## src/rtl/md_sb_pkg.sv

```systemverilog
// Shared definitions for the multdiv issue/hazard scoreboard.
// Holds the FSM state encoding and the default register-file constants.
package md_sb_pkg;

  localparam int REG_ADDR_W = 5;
  localparam logic [REG_ADDR_W-1:0] RSTATUS_ADDR = 5'd30;
  localparam int TIMEOUT_CYCLES = 40;
  localparam int TIMEOUT_CNT_W = 6;

  typedef enum logic [1:0] {
    ST_IDLE  = 2'd0,
    ST_START = 2'd1,
    ST_BUSY  = 2'd2,
    ST_WB    = 2'd3
  } md_state_e;

endpackage

```

## src/rtl/multdiv_scoreboard_if.sv

```systemverilog
// Bundle between the pipeline/multdiv unit (master) and the scoreboard (slave).
interface multdiv_scoreboard_if;
  import md_sb_pkg::*;

  logic                  issue_valid;
  logic                  issue_is_div;
  logic [REG_ADDR_W-1:0] issue_rd;
  logic [REG_ADDR_W-1:0] dec_src_a;
  logic [REG_ADDR_W-1:0] dec_src_b;
  logic                  dec_src_a_used;
  logic                  dec_src_b_used;
  logic [REG_ADDR_W-1:0] dec_rd;
  logic                  dec_rd_we;
  logic                  md_result_rdy;
  logic                  md_exception;
  logic                  md_ctrl_mult;
  logic                  md_ctrl_div;
  logic [REG_ADDR_W-1:0] pend_rd;
  logic                  pend_rd_we;
  logic                  busy;
  logic                  stall;
  logic                  wb_valid;
  logic [REG_ADDR_W-1:0] wb_rd;
  logic                  wb_exception;
  logic                  timeout;

  modport master (
    output issue_valid, issue_is_div, issue_rd,
    output dec_src_a, dec_src_b, dec_src_a_used, dec_src_b_used, dec_rd, dec_rd_we,
    output md_result_rdy, md_exception,
    input  md_ctrl_mult, md_ctrl_div, pend_rd, pend_rd_we, busy, stall,
    input  wb_valid, wb_rd, wb_exception, timeout
  );

  modport slave (
    input  issue_valid, issue_is_div, issue_rd,
    input  dec_src_a, dec_src_b, dec_src_a_used, dec_src_b_used, dec_rd, dec_rd_we,
    input  md_result_rdy, md_exception,
    output md_ctrl_mult, md_ctrl_div, pend_rd, pend_rd_we, busy, stall,
    output wb_valid, wb_rd, wb_exception, timeout
  );

endinterface

```

## src/rtl/md_hazard_cmp.sv

```systemverilog
// Compares the decode-stage source/destination registers against the pending
// multdiv destination; register 0 never creates a hazard.
module md_hazard_cmp
  import md_sb_pkg::*;
#(
  parameter int W = md_sb_pkg::REG_ADDR_W
) (
  input  logic [W-1:0] pend_rd,
  input  logic [W-1:0] src_a,
  input  logic         src_a_used,
  input  logic [W-1:0] src_b,
  input  logic         src_b_used,
  input  logic [W-1:0] dst,
  input  logic         dst_we,
  output logic         hazard
);

  logic pend_nonzero;
  logic raw_a;
  logic raw_b;
  logic waw;

  always_comb begin
    pend_nonzero = |pend_rd;
    raw_a        = src_a_used && (src_a == pend_rd);
    raw_b        = src_b_used && (src_b == pend_rd);
    waw          = dst_we && (dst == pend_rd);
    hazard       = pend_nonzero && (raw_a || raw_b || waw);
  end

endmodule

```

## src/rtl/multdiv_scoreboard.sv

```systemverilog
// Issue/hazard controller for the multi-cycle multdiv unit.
// Optional watchdog on the BUSY wait is enabled with `define MD_TIMEOUT_EN.
module multdiv_scoreboard
  import md_sb_pkg::*;
#(
  parameter int                    REG_ADDR_W   = md_sb_pkg::REG_ADDR_W,
  parameter logic [REG_ADDR_W-1:0] RSTATUS_ADDR = md_sb_pkg::RSTATUS_ADDR
`ifdef MD_TIMEOUT_EN
  , parameter int                  TIMEOUT_CYCLES = md_sb_pkg::TIMEOUT_CYCLES
`endif
) (
  input logic                 clock,
  input logic                 ctrl_reset_n,
  multdiv_scoreboard_if.slave md
);

  md_state_e             state_q, state_d;
  logic [REG_ADDR_W-1:0] pend_rd_q, pend_rd_d;
  logic                  md_mult_q, md_mult_d;
  logic                  md_div_q, md_div_d;
  logic                  busy_q, busy_d;
  logic                  wb_valid_q, wb_valid_d;
  logic [REG_ADDR_W-1:0] wb_rd_q, wb_rd_d;
  logic                  wb_exc_q, wb_exc_d;
  logic                  pend_we;
  logic                  accept;
  logic                  complete;
  logic                  hazard;
  logic                  in_flight;
`ifdef MD_TIMEOUT_EN
  logic [TIMEOUT_CNT_W-1:0] cnt_q, cnt_d;
  logic                     timeout_q, timeout_d;
  logic                     expire;
`endif

  md_hazard_cmp #(
    .W(REG_ADDR_W)
  ) u_hazard (
    .pend_rd    (pend_rd_q),
    .src_a      (md.dec_src_a),
    .src_a_used (md.dec_src_a_used),
    .src_b      (md.dec_src_b),
    .src_b_used (md.dec_src_b_used),
    .dst        (md.dec_rd),
    .dst_we     (md.dec_rd_we),
    .hazard     (hazard)
  );

  // Accept wins over everything in IDLE/WB; completion only matters while in flight.
  always_comb begin
    state_d    = state_q;
    pend_rd_d  = pend_rd_q;
    md_mult_d  = 1'b0;
    md_div_d   = 1'b0;
    busy_d     = 1'b0;
    wb_valid_d = 1'b0;
    wb_rd_d    = '0;
    wb_exc_d   = 1'b0;
    pend_we    = 1'b0;
    accept     = 1'b0;
    complete   = 1'b0;
    in_flight  = (state_q == ST_START) || (state_q == ST_BUSY);
`ifdef MD_TIMEOUT_EN
    cnt_d      = cnt_q;
    timeout_d  = timeout_q;
    expire     = 1'b0;
`endif

    unique case (state_q)
      ST_IDLE, ST_WB: accept = md.issue_valid;
      ST_START:       complete = md.md_result_rdy;
      ST_BUSY: begin
        complete = md.md_result_rdy;
`ifdef MD_TIMEOUT_EN
        expire = !md.md_result_rdy && (cnt_q == TIMEOUT_CNT_W'(TIMEOUT_CYCLES - 1));
`endif
      end
      default: ;
    endcase

    if (accept) begin
      state_d   = ST_START;
      pend_we   = 1'b1;
      pend_rd_d = md.issue_rd;
      md_mult_d = !md.issue_is_div;
      md_div_d  = md.issue_is_div;
      busy_d    = 1'b1;
`ifdef MD_TIMEOUT_EN
      cnt_d     = '0;
`endif
    end else if (complete) begin
      state_d    = ST_WB;
      wb_valid_d = 1'b1;
      wb_exc_d   = md.md_exception;
      wb_rd_d    = md.md_exception ? RSTATUS_ADDR : pend_rd_q;
`ifdef MD_TIMEOUT_EN
    end else if (expire) begin
      state_d    = ST_WB;
      wb_valid_d = 1'b1;
      wb_exc_d   = 1'b1;
      wb_rd_d    = RSTATUS_ADDR;
      timeout_d  = 1'b1;
`endif
    end else if (in_flight) begin
      state_d = ST_BUSY;
      busy_d  = 1'b1;
`ifdef MD_TIMEOUT_EN
      if (state_q == ST_BUSY) begin
        cnt_d = cnt_q + 1'b1;
      end
`endif
    end else if (state_q == ST_WB) begin
      state_d = ST_IDLE;
    end
  end

  always_ff @(posedge clock or negedge ctrl_reset_n) begin
    if (!ctrl_reset_n) begin
      state_q    <= ST_IDLE;
      pend_rd_q  <= '0;
      md_mult_q  <= 1'b0;
      md_div_q   <= 1'b0;
      busy_q     <= 1'b0;
      wb_valid_q <= 1'b0;
      wb_rd_q    <= '0;
      wb_exc_q   <= 1'b0;
    end else begin
      state_q    <= state_d;
      pend_rd_q  <= pend_rd_d;
      md_mult_q  <= md_mult_d;
      md_div_q   <= md_div_d;
      busy_q     <= busy_d;
      wb_valid_q <= wb_valid_d;
      wb_rd_q    <= wb_rd_d;
      wb_exc_q   <= wb_exc_d;
    end
  end

`ifdef MD_TIMEOUT_EN
  always_ff @(posedge clock or negedge ctrl_reset_n) begin
    if (!ctrl_reset_n) begin
      cnt_q     <= '0;
      timeout_q <= 1'b0;
    end else begin
      cnt_q     <= cnt_d;
      timeout_q <= timeout_d;
    end
  end

  assign md.timeout = timeout_q;
`else
  assign md.timeout = 1'b0;
`endif

  // Structural conflicts stall even when the pending destination is r0.
  assign md.stall        = in_flight && (md.issue_valid || hazard);
  assign md.pend_rd_we   = pend_we && ctrl_reset_n;
  assign md.pend_rd      = pend_rd_q;
  assign md.md_ctrl_mult = md_mult_q;
  assign md.md_ctrl_div  = md_div_q;
  assign md.busy         = busy_q;
  assign md.wb_valid     = wb_valid_q;
  assign md.wb_rd        = wb_rd_q;
  assign md.wb_exception = wb_exc_q;

endmodule

```

## src/flat_wrapper.sv

```systemverilog
// flat-port wrapper written by rule: the top's interface ports become plain ports
module multdiv_scoreboard_flat import md_sb_pkg::*;
#(
  parameter int                    REG_ADDR_W   = md_sb_pkg::REG_ADDR_W,
  parameter logic [REG_ADDR_W-1:0] RSTATUS_ADDR = md_sb_pkg::RSTATUS_ADDR

)
  (clock, ctrl_reset_n, md_issue_valid, md_issue_is_div, md_issue_rd, md_dec_src_a, md_dec_src_b, md_dec_src_a_used, md_dec_src_b_used, md_dec_rd, md_dec_rd_we, md_md_result_rdy, md_md_exception, md_md_ctrl_mult, md_md_ctrl_div, md_pend_rd, md_pend_rd_we, md_busy, md_stall, md_wb_valid, md_wb_rd, md_wb_exception, md_timeout);
  multdiv_scoreboard_if md_i ();
  input logic clock;
  input logic ctrl_reset_n;
  input wire logic [$bits(md_i.issue_valid)-1:0] md_issue_valid;
  input wire logic [$bits(md_i.issue_is_div)-1:0] md_issue_is_div;
  input wire logic [$bits(md_i.issue_rd)-1:0] md_issue_rd;
  input wire logic [$bits(md_i.dec_src_a)-1:0] md_dec_src_a;
  input wire logic [$bits(md_i.dec_src_b)-1:0] md_dec_src_b;
  input wire logic [$bits(md_i.dec_src_a_used)-1:0] md_dec_src_a_used;
  input wire logic [$bits(md_i.dec_src_b_used)-1:0] md_dec_src_b_used;
  input wire logic [$bits(md_i.dec_rd)-1:0] md_dec_rd;
  input wire logic [$bits(md_i.dec_rd_we)-1:0] md_dec_rd_we;
  input wire logic [$bits(md_i.md_result_rdy)-1:0] md_md_result_rdy;
  input wire logic [$bits(md_i.md_exception)-1:0] md_md_exception;
  output wire logic [$bits(md_i.md_ctrl_mult)-1:0] md_md_ctrl_mult;
  output wire logic [$bits(md_i.md_ctrl_div)-1:0] md_md_ctrl_div;
  output wire logic [$bits(md_i.pend_rd)-1:0] md_pend_rd;
  output wire logic [$bits(md_i.pend_rd_we)-1:0] md_pend_rd_we;
  output wire logic [$bits(md_i.busy)-1:0] md_busy;
  output wire logic [$bits(md_i.stall)-1:0] md_stall;
  output wire logic [$bits(md_i.wb_valid)-1:0] md_wb_valid;
  output wire logic [$bits(md_i.wb_rd)-1:0] md_wb_rd;
  output wire logic [$bits(md_i.wb_exception)-1:0] md_wb_exception;
  output wire logic [$bits(md_i.timeout)-1:0] md_timeout;
  assign md_i.issue_valid = md_issue_valid;
  assign md_i.issue_is_div = md_issue_is_div;
  assign md_i.issue_rd = md_issue_rd;
  assign md_i.dec_src_a = md_dec_src_a;
  assign md_i.dec_src_b = md_dec_src_b;
  assign md_i.dec_src_a_used = md_dec_src_a_used;
  assign md_i.dec_src_b_used = md_dec_src_b_used;
  assign md_i.dec_rd = md_dec_rd;
  assign md_i.dec_rd_we = md_dec_rd_we;
  assign md_i.md_result_rdy = md_md_result_rdy;
  assign md_i.md_exception = md_md_exception;
  assign md_md_ctrl_mult = md_i.md_ctrl_mult;
  assign md_md_ctrl_div = md_i.md_ctrl_div;
  assign md_pend_rd = md_i.pend_rd;
  assign md_pend_rd_we = md_i.pend_rd_we;
  assign md_busy = md_i.busy;
  assign md_stall = md_i.stall;
  assign md_wb_valid = md_i.wb_valid;
  assign md_wb_rd = md_i.wb_rd;
  assign md_wb_exception = md_i.wb_exception;
  assign md_timeout = md_i.timeout;
  multdiv_scoreboard #(.REG_ADDR_W(REG_ADDR_W), .RSTATUS_ADDR(RSTATUS_ADDR)) u_core (.clock(clock), .ctrl_reset_n(ctrl_reset_n), .md(md_i));
endmodule
```

## config.mk

```make
export PLATFORM = sky130hd
export DESIGN_NAME = multdiv_scoreboard_flat
export DESIGN_NICKNAME = d
export VERILOG_FILES = /design/src/rtl/md_sb_pkg.sv /design/src/rtl/multdiv_scoreboard_if.sv /design/src/rtl/md_hazard_cmp.sv /design/src/rtl/multdiv_scoreboard.sv /design/src/flat_wrapper.sv
export SDC_FILE = /design/constraint.sdc
export NUM_CORES = 1
export LEC_CHECK = 0
export CAP_MARGIN = 0
export CORE_AREA = 3 3 50 52
export DETAILED_ROUTE_END_ITERATION = 12
export DIE_AREA = 0 0 53 55
export HOLD_SLACK_MARGIN = 0.08
export PLACE_DENSITY = 0.92
export SLEW_MARGIN = 20
export SYNTH_ARGS = -nofsm -noshare
export SYNTH_HDL_FRONTEND = slang
export SYNTH_SLANG_ARGS = --single-unit
```

## constraint.sdc

```tcl
create_clock -name clock -period 3.8 [get_ports clock]
set_input_delay 0.76 -clock clock [delete_from_list [all_inputs] [get_ports clock]]
set_output_delay 0.76 -clock clock [all_outputs]
set_load 0.05 [all_outputs]
```

# Word level (Yosys, flattened, before mapping)
# Cells that the tools add are included.
# op_classes
eq_ne,6
mux,19
reduce_logical,16
# op_table
cell,n
$eq 5x5->1,3
$mux 5,3
$mux 1,12
$mux 2,4
$logic_and 1x1->1,6
$reduce_or 5->1,1
$eq 2x2->1 const B,2
$logic_or 1x1->1,4
$reduce_bool 4->1,1
$reduce_or 2->1,2
$eq 2x1->1 const B,1
$logic_not 2->1,1
$logic_not 1->1,1
# totals
register_bits,17
inputBits,29
out_inout_bits,18
elab_cells,49

# Longest topological paths before layout
# Gate-level depths: netlist of the first run.
# logic_depth
ltp_word,7
ltp_mapped,6

# Cells and area by module
# From an unflattened synthesis of the first run, not the netlist that was laid out.
# unflattened
cells_unflattened,78
area_unflattened_um2,863.3
# by_module_without_submodules
mod,n_inst,cells_each,area_each_um2
multdiv_scoreboard,1,54,670.6
md_hazard_cmp,1,24,192.7

# Worst setup path before layout of the first run
# Ideal clock, no wire load.
# synth_path
path_type,reg2out
from,reg u_core.pend_rd_q[3] (netlist: u_core.md.pend_rd[3])
to,out md_stall
t_arrival_ns,2.192
required_time_ns,3.040
path_slack_ns,0.848
path_stages_with_launch,6
cell_sequence,dfrtp_1 > buf_2 > xor2_1 > nor4_1 > nand3_1 > a31oi_1
# synth_via
elab_chain_len,7
word_cells_on_any_way,12
classes_between,3 x eq/ne; 9 x reduce/logical
# synth_rtl
item,line_no,rtl
from (decl),multdiv_scoreboard.sv:18,"logic [REG_ADDR_W-1:0] pend_rd_q, pend_rd_d;"
from (signal assigned),multdiv_scoreboard.sv:129,pend_rd_q <= pend_rd_d;
"$eq 5x5->1, on equally long branches","md_hazard_cmp.sv:25, md_hazard_cmp.sv:26",
"$logic_and 1x1->1, on equally long branches","md_hazard_cmp.sv:25, md_hazard_cmp.sv:26",
$logic_or 1x1->1 (2 in series),md_hazard_cmp.sv:28,hazard = pend_nonzero && (raw_a || raw_b || waw);
$logic_and 1x1->1 *,md_hazard_cmp.sv:28,
$logic_or 1x1->1 *,multdiv_scoreboard.sv:156,assign md.stall = in_flight && (md.issue_valid || hazard);
$logic_and 1x1->1 *,multdiv_scoreboard.sv:156,
to (decl),flat_wrapper.sv:28,output wire logic [$bits(md_i.stall)-1:0] md_stall;
# Mark *: on every way between the ends. The rest lies on a longest branch, timed or not.

# Worst setup path in the final report of the first run
# layout_path
from,in md_dec_rd[2]
to,out md_stall
# layout_via
elab_chain_len,6
# layout_rtl
item,line_no,rtl
from (decl),flat_wrapper.sv:19,input wire logic [$bits(md_i.dec_rd)-1:0] md_dec_rd;
$eq 5x5->1,md_hazard_cmp.sv:27,waw = dst_we && (dst == pend_rd);
$logic_and 1x1->1,md_hazard_cmp.sv:27,
$logic_or 1x1->1,md_hazard_cmp.sv:28,
$logic_and 1x1->1,md_hazard_cmp.sv:28,
$logic_or 1x1->1,multdiv_scoreboard.sv:156,
$logic_and 1x1->1,multdiv_scoreboard.sv:156,
# Every way passes these cells.

==> results of run 1 <==
[flip-flops by register name, indices dropped and copies added, names as in the netlist]
name                    cells
u_core.md.md_ctrl_div       1
u_core.md.busy              1
u_core.md.wb_valid          1
u_core.md.md_ctrl_mult      1
u_core.md.wb_rd             5
u_core.state_q              2
u_core.md.pend_rd           5
u_core.md.wb_exception      1
[logic make-up (layout without fill, tap and decap cells)]
kind of cell             Yosys count  in the layout
XOR/XNOR                          15             15
AO/OA/AOI/OAI                      7              7
adder cells (fa/ha/maj)            1              1
buffers and inverters             12             55
multiplexers                       5              5
other                              1              1
flip-flops                        17             17
AND/OR/NAND/NOR                   24             24
[cells in the mapped netlist, drive strengths merged]
master	number	area share (%)
nand3	2	1.2
and2	2	1.4
o31ai	1	1.4
buf	6	5.2
nor3b	1	0.87
nor2	11	5.1
o21ai	2	1.2
or4	1	1.3
inv	5	2.2
xnor2	3	3.0
conb	1	0.43
a21oi	2	1.2
clkbuf	1	0.43
mux2	5	6.5
ha	1	1.4
nand2	2	0.87
and3	1	0.72
xor2	12	12
nor4	3	2.2
a31oi	2	1.4
dfrtp	17	49
nor3	1	0.58
[path summary, 6_finish.rpt]
path / to
max: md_stall
min: u_core.state_q[0]
max reg2reg: u_core.md.pend_rd[4]
min reg2reg: u_core.state_q[0]
max in group asynchronous: u_core.md.pend_rd[4]
min in group asynchronous: u_core.md.wb_exception
[per-stage QoR]
step           setup WS, ns  cells
2_1_floorplan         0.848     82
3_3_place_gp          0.874    149
3_5_place_dp          0.858    149
4_1_cts               0.840    153
5_1_grt               0.779    153
6_report              0.857    153
[power groups by stage]
stage	clock, W	sequential (W)	combinational (W)
floorplan	0	0.000530	0.000338
global placement	0	0.000350	0.000708
detailed placement	0	0.000353	0.000727
CTS	0.0000969	0.000349	0.000730
global route	0.000110	0.000358	0.000771
finish	0.0000965	0.000348	0.000726
[tightest hold or removal path: cells and delay by family, from the launching register on]
family | cells | cell delay [ns]
AO/OA/AOI/OAI | 1 | 0.07
flip-flops | 1 | 0.36
AND/OR/NAND/NOR | 1 | 0.06
[cell type report]
class | count | share of cell area, %
clock inverters | 1 | 0.563
repair buffers | 46 | 34.0
flip-flops and latches | 17 | 31.9
multi-input cells | 53 | 27.9
inverters | 5 | 1.41
well taps | 28 | 2.63
clock buffers | 3 | 1.69
[layer usage]
metal	vias to the layer above	share of wire [%]	wire length, um
met2	28	53	1070
li1	349	-	-
met4	0	0	0
met5	-	0	0
met3	0	8.2	166
met1	341	39	799
==> impl_results.rst, run 1 <==
.. list-table::
   :header-rows: 1

   * - Metric
     - Value
   * - Die Outline Area
     - 2920 sq um
   * - Crit-path max FO
     - 1
   * - Core outline area
     - 2150 sq um
   * - Met2 demand-to-capacity share in global routing
     - 26.7%
   * - Cells after synthesis
     - 82
   * - Core occupancy in the finished layout
     - 62.1%
   * - Number of hold-repair buffers added at the cts stage
     - 0
   * - Relative contribution of the clock network to total power
     - under 10%
   * - Area of the mapped netlist
     - ~860 sq um
   * - FF-to-FF Start
     - u_core.state_q[0]
   * - Rows
     - 17
   * - Global Route met3 Usage
     - under 10%
   * - Proportion of power drawn by flip-flops and latches
     - between 20% and 30%
   * - Classification of the worst-slack hold path
     - register to register
   * - Placed cell areas
     - roughly 1300 sq um
   * - Setup repair after global routing missed its margin
     - false
   * - Vias in the first global route
     - 696
   * - Remaining design rule violation count
     - 0
   * - CP Class
     - input pin to output port
   * - Clock period minus worst slack
     - a little under 3 ns
   * - Setup Viol. Count Final
     - 0
   * - Library cell used as clock root buffer
     - clkbuf_4
   * - Filler cell count in the final layout
     - 160
   * - Number of cells on the critical path
     - 6
   * - Logic gate share of total power
     - ~62%
   * - Number of synthesis warnings
     - 0
   * - Width of the die
     - 53 um
   * - WL per Instance
     - approximately 13 um
   * - Setup total negative slack
     - 0 ns
   * - Highest clock rate
     - between 300 and 400 MHz
   * - FF/Latch Area
     - between 400 and 500 sq um
   * - # Max-Cap Violations
     - 0
   * - Adder and majority gate portion of the synthesized area
     - ~1.4%
   * - Vias
     - between 700 and 800
   * - Switching power total
     - approximately 0.0006 W
   * - Area of combinational cells with multiple inputs
     - 372 sq um
   * - Via density per instance
     - 4.69
   * - Buffers from clock root to sink, at most
     - 2
   * - Worst Hold Launch
     - u_core.state_q[0]
   * - Largest clock skew in the final design
     - roughly 0.0075 ns
   * - Min Hold Slack
     - between 0.5 and 0.6 ns
   * - Required time reported for the critical path endpoint
     - between 3 and 4 ns
   * - Total routed wirelength
     - 2.04 mm
   * - Library cell appearing most often on the critical path
     - a31oi_1
   * - Leading cell type in the layout, fill and taps excluded
     - clkdlybuf4s50_1
   * - # port buffers
     - 45
   * - R2R setup slack
     - between 2 and 2.5 ns
   * - CTS tree
     - yes
   * - H-tree depth
     - 1
   * - Total iterations of the first detailed-routing run
     - 4
   * - Count of cells along the worst hold path
     - 2
   * - Share of synthesized area spent on multiplexers
     - between 6 and 7%
   * - Highest-count cells in the layout ignoring fill and taps
     - clkdlybuf4s50_1, dfrtp_1, xor2_1, nor2_1
   * - Post-Syn Nets
     - about 110
   * - XOR/XNOR share of the synthesized area
     - approximately 15%
   * - CTS clk-pin slew, worst paths
     - roughly 0.10 ns
   * - Yosys cell types
     - 25
   * - Violation count after the first detailed-routing iteration
     - 10
   * - Start point of the critical path
     - md_dec_rd[2]
   * - Ant. Diodes
     - 0
   * - Estimated wirelength of the detail-placed design
     - 1.64 mm
   * - Clk sinks
     - 17
   * - Dominant combinational cell family by area after synthesis
     - XOR/XNOR gates
   * - Number of storage elements in the synthesis netlist
     - 17
   * - Maximum number of pins on one net before global-route repair
     - 19
   * - Final instance area
     - 1330 sq um
   * - Sequential cell area fraction in the yosys report
     - between 40 and 50%
   * - Outcome
     - completed
   * - Compound-cell area share of the yosys netlist
     - under 10%
   * - Critical-path top delay cell
     - clkdlybuf4s50_1
   * - Number of buffers inserted to repair setup after CTS
     - 0
   * - Number of cells on the worst reg-to-reg path
     - 4
   * - M1 GR Usage
     - ~17%
   * - Layout cells sized above 1
     - 12.0%
   * - Final ANT Viol Nets
     - 0
   * - Global-route total usage across every layer
     - between 10% and 20%
   * - Gr ovfl total
     - 0
   * - Arrival time at the worst endpoint
     - approximately 2.2 ns
   * - Latest clock arrival within the worst-skew pair
     - 0.29 ns
   * - Worst stage delay on the critical path
     - ~0.42 ns
   * - Number of instances resized during post-cts repair
     - 0
   * - Gr busiest metal
     - met2
   * - Initial Utilization
     - between 40% and 50%
   * - Layout net count
     - 156
   * - Final-report max-slew violation count
     - 0
   * - Num CTS Buffers
     - 3
   * - Relative slew slack
     - 66.7%
   * - Synthesized-area fraction occupied by and/or/nand/nor cells
     - between 10% and 20%
   * - Total internal power
     - around 0.00058 W
   * - Buffer and inverter count on the worst path
     - 2
   * - Growth of design area from synthesis to finish
     - 54.3%
   * - Height of the die
     - about 55 um
   * - Weighted congestion at the end of routability-driven global placement
     - ~0.85
   * - Share of total power consumed by net switching
     - around half
   * - Leakage power summed over all cells
     - between 0.5 and 0.6 nW
   * - Global-route wire length before repair
     - between 3 and 4 mm
   * - Power after layout
     - approximately 0.0012 W
   * - Final number of hold-violating endpoints
     - 0
   * - Initial antenna violation count
     - 0
   * - Highest ir drop seen on vdd
     - 0.000478 V
   * - Mean instance size in the synthesized netlist
     - about 11 sq um
   * - CP top delay family
     - buffers and inverters
   * - Power density over the cells
     - around 900 nW/um^2
   * - Actual transition at the worst max-transition pin
     - about 0.50 ns
   * - Type of element capturing the critical path
     - output port
   * - Period utilisation layout
     - between 70 and 80%
   * - I/O pin cnt
     - 47
   * - Worst-path cell chain
     - clkdlybuf4s50_1 -> xor2_1 -> nor4_1 -> a31oi_1 -> a31oi_1 -> buf_4
   * - Crit path launch type
     - input pin
Note: power is estimated with default switching activity, not from simulation.
==> run 2, diff against run 1 <==
Settings changed: CORE_AREA 3 3 50 52 to 3 3 55 57, DIE_AREA 0 0 53 55 to 0 0 58 60, PLACE_DENSITY 0.92 to 0.82.
Clock period 3.8 ns to 2.6 ns, I/O delays scaled along.
==> run 2 against run 1 <==
  * First-iteration DRC count rose by 50%
  * Combinational power rose by 54%
  * Non-clock buffer count rose by 1
  * Count of clock-buffer cells in the layout rose by 1
  * Routed wire length rose by 3.3%
  * Sequential share of layout area fell by 0.87 points
  * Via count fell by 0.97%
  * Critical endpoint unchanged
  * Largest cell class unchanged
  * Highest routed layer is now met4
==> impl_results.rst, run 2 (synthesis results as in run 1) <==
.. list-table::
   :header-rows: 1

   * - Metric
     - Value
   * - Filler cell count in the final layout
     - between 200 and 250
   * - I/O pin cnt
     - between 40 and 50
   * - Number of instances resized during post-cts repair
     - 0
   * - Num CTS Buffers
     - 3
   * - Highest ir drop seen on vdd
     - approximately 0.00094 V
   * - Period utilisation layout
     - between 90% and 100%
   * - Number of hold-repair buffers added at the cts stage
     - 0
   * - Clock period minus worst slack
     - 2.49 ns
   * - Number of buffers inserted to repair setup after CTS
     - 0
   * - Classification of the worst-slack hold path
     - register to register
   * - R2R setup slack
     - approximately 1.1 ns
   * - Total routed wirelength
     - 2.10 mm
   * - Leading cell type in the layout, fill and taps excluded
     - clkdlybuf4s50_1
   * - Vias
     - slightly above 700
   * - Type of element capturing the critical path
     - output port
   * - Final instance area
     - between 1000 and 1500 sq um
   * - H-tree depth
     - 1
   * - Estimated wirelength of the detail-placed design
     - around 1.7 mm
   * - Required time reported for the critical path endpoint
     - between 2 and 2.5 ns
   * - Highest-count cells in the layout ignoring fill and taps
     - clkdlybuf4s50_1, dfrtp_1, xor2_1, nor2_1
   * - Rows
     - 18
   * - Final-report max-slew violation count
     - 0
   * - Width of the die
     - slightly below 60 um
   * - Ant. Diodes
     - 0
   * - Relative slew slack
     - 66.4%
   * - Largest clock skew in the final design
     - 0.00210 ns
   * - Layout cells sized above 1
     - 12.7%
   * - WL per Instance
     - 13.5 um
   * - Initial antenna violation count
     - 0
   * - Remaining design rule violation count
     - 0
   * - Total iterations of the first detailed-routing run
     - 3
   * - Leakage power summed over all cells
     - between 0.5 and 0.6 nW
   * - Weighted congestion at the end of routability-driven global placement
     - 0.719
   * - Initial Utilization
     - approximately 34%
   * - Latest clock arrival within the worst-skew pair
     - around 0.30 ns
   * - Global-route wire length before repair
     - around 3.4 mm
   * - Clk sinks
     - 17
   * - Highest clock rate
     - ~400 MHz
   * - # port buffers
     - 45
   * - Placed cell areas
     - 1350 sq um
   * - Final number of hold-violating endpoints
     - 0
   * - # Max-Cap Violations
     - 0
   * - CTS clk-pin slew, worst paths
     - ~0.09 ns
   * - Crit-path max FO
     - 1
   * - Crit path launch type
     - input pin
   * - Global-route total usage across every layer
     - 13.7%
   * - Gr ovfl total
     - 0
   * - CTS tree
     - yes
   * - Setup total negative slack
     - 0 ns
   * - Core outline area
     - between 2000 and 3000 sq um
   * - Layout net count
     - roughly 160
   * - Setup repair after global routing missed its margin
     - false
   * - Die Outline Area
     - roughly 3500 sq um
   * - Buffers from clock root to sink, at most
     - 2
   * - Worst stage delay on the critical path
     - between 0.4 and 0.5 ns
   * - Growth of design area from synthesis to finish
     - 58.6%
   * - Via density per instance
     - roughly 4.6
   * - Worst-path cell chain
     - clkdlybuf4s50_1 -> xor2_1 -> nor4_1 -> a31oi_1 -> a31oi_2 -> buf_12
   * - Library cell used as clock root buffer
     - clkbuf_4
   * - Power density over the cells
     - roughly 1300 nW/um^2
   * - Violation count after the first detailed-routing iteration
     - 15
   * - Power after layout
     - between 0.0015 and 0.002 W
   * - Final ANT Viol Nets
     - 0
   * - Vias in the first global route
     - about 750
   * - Maximum number of pins on one net before global-route repair
     - 18
   * - Critical-path top delay cell
     - clkdlybuf4s50_1
   * - Setup Viol. Count Final
     - 0
   * - Outcome
     - completed
   * - Arrival time at the worst endpoint
     - about 2.0 ns
   * - CP Class
     - input pin to output port
   * - Height of the die
     - ~60 um
   * - Actual transition at the worst max-transition pin
     - roughly 0.50 ns
==> run 2: changes by cell type in the layout (fill, tap and decap cells not counted), sizes merged <==
cell and delta:
clkinvlp -1, buf +1, clkbuf +1
==> run 2: worst paths after layout <==
path | from | end | depth (start not counted)
worst max-delay path | md_dec_rd[2] | md_stall | 6
worst min-delay path | u_core.state_q[0] | u_core.state_q[0] | 2
worst max register to register | u_core.state_q[0] | u_core.md.pend_rd[4] | 5
worst min register to register | u_core.state_q[0] | u_core.state_q[0] | 2
max in group asynchronous | ctrl_reset_n | u_core.state_q[1] | 2
min in group asynchronous | ctrl_reset_n | u_core.state_q[0] | 2
==> run 2: cell type report <==
| class | count | area (sq um) | share of cell area (%) |
|---|---|---|---|
| clock buffer | 4 | 26.3 | 1.92 |
| inverter | 5 | 18.8 | 1.37 |
| multi-input combinational | 53 | 378 | 27.6 |
| sequential | 17 | 425 | 31.0 |
| tap | 30 | 37.5 | 2.74 |
| timing repair buffer | 47 | 485 | 35.4 |
==> run 2: report_power, final <==
group	switching [W]	internal, W	total (W)	leakage [nW]
registers	0.000125	0.000378	0.000503	0.212
logic	0.000665	0.000455	0.00112	0.365
clock network	0.0000801	0.0000599	0.000140	0.0150
==> run 2: critical path: cells and delay by family <==
kind,cells,cell delay (ns)
compound gates,2,0.41
xor+xnor,1,0.14
buf+inv,2,0.58
simple gates,1,0.31
==> run 2: routing by layer <==
layer  part of all wire, %  wire length (um)  GRT usage [%]
met2                    52              1100           23.1
met1                    40               850           15.9
met3                   5.5               116           4.54
met4                   1.8                37           5.96
met5                     0                 0              0
==> run 2: stage by stage <==
step	hold slack (ns)	std cells	setup WS, ns	utilization [%]
finish	0.512	156	0.110	54.4
global route	0.539	156	0.0148	54.4
CTS	0.517	156	0.121	54.4
detailed placement	0.496	152	0.123	53.3
global placement	0.475	152	0.184	53.3
floorplan	0.224	82	0.196	-
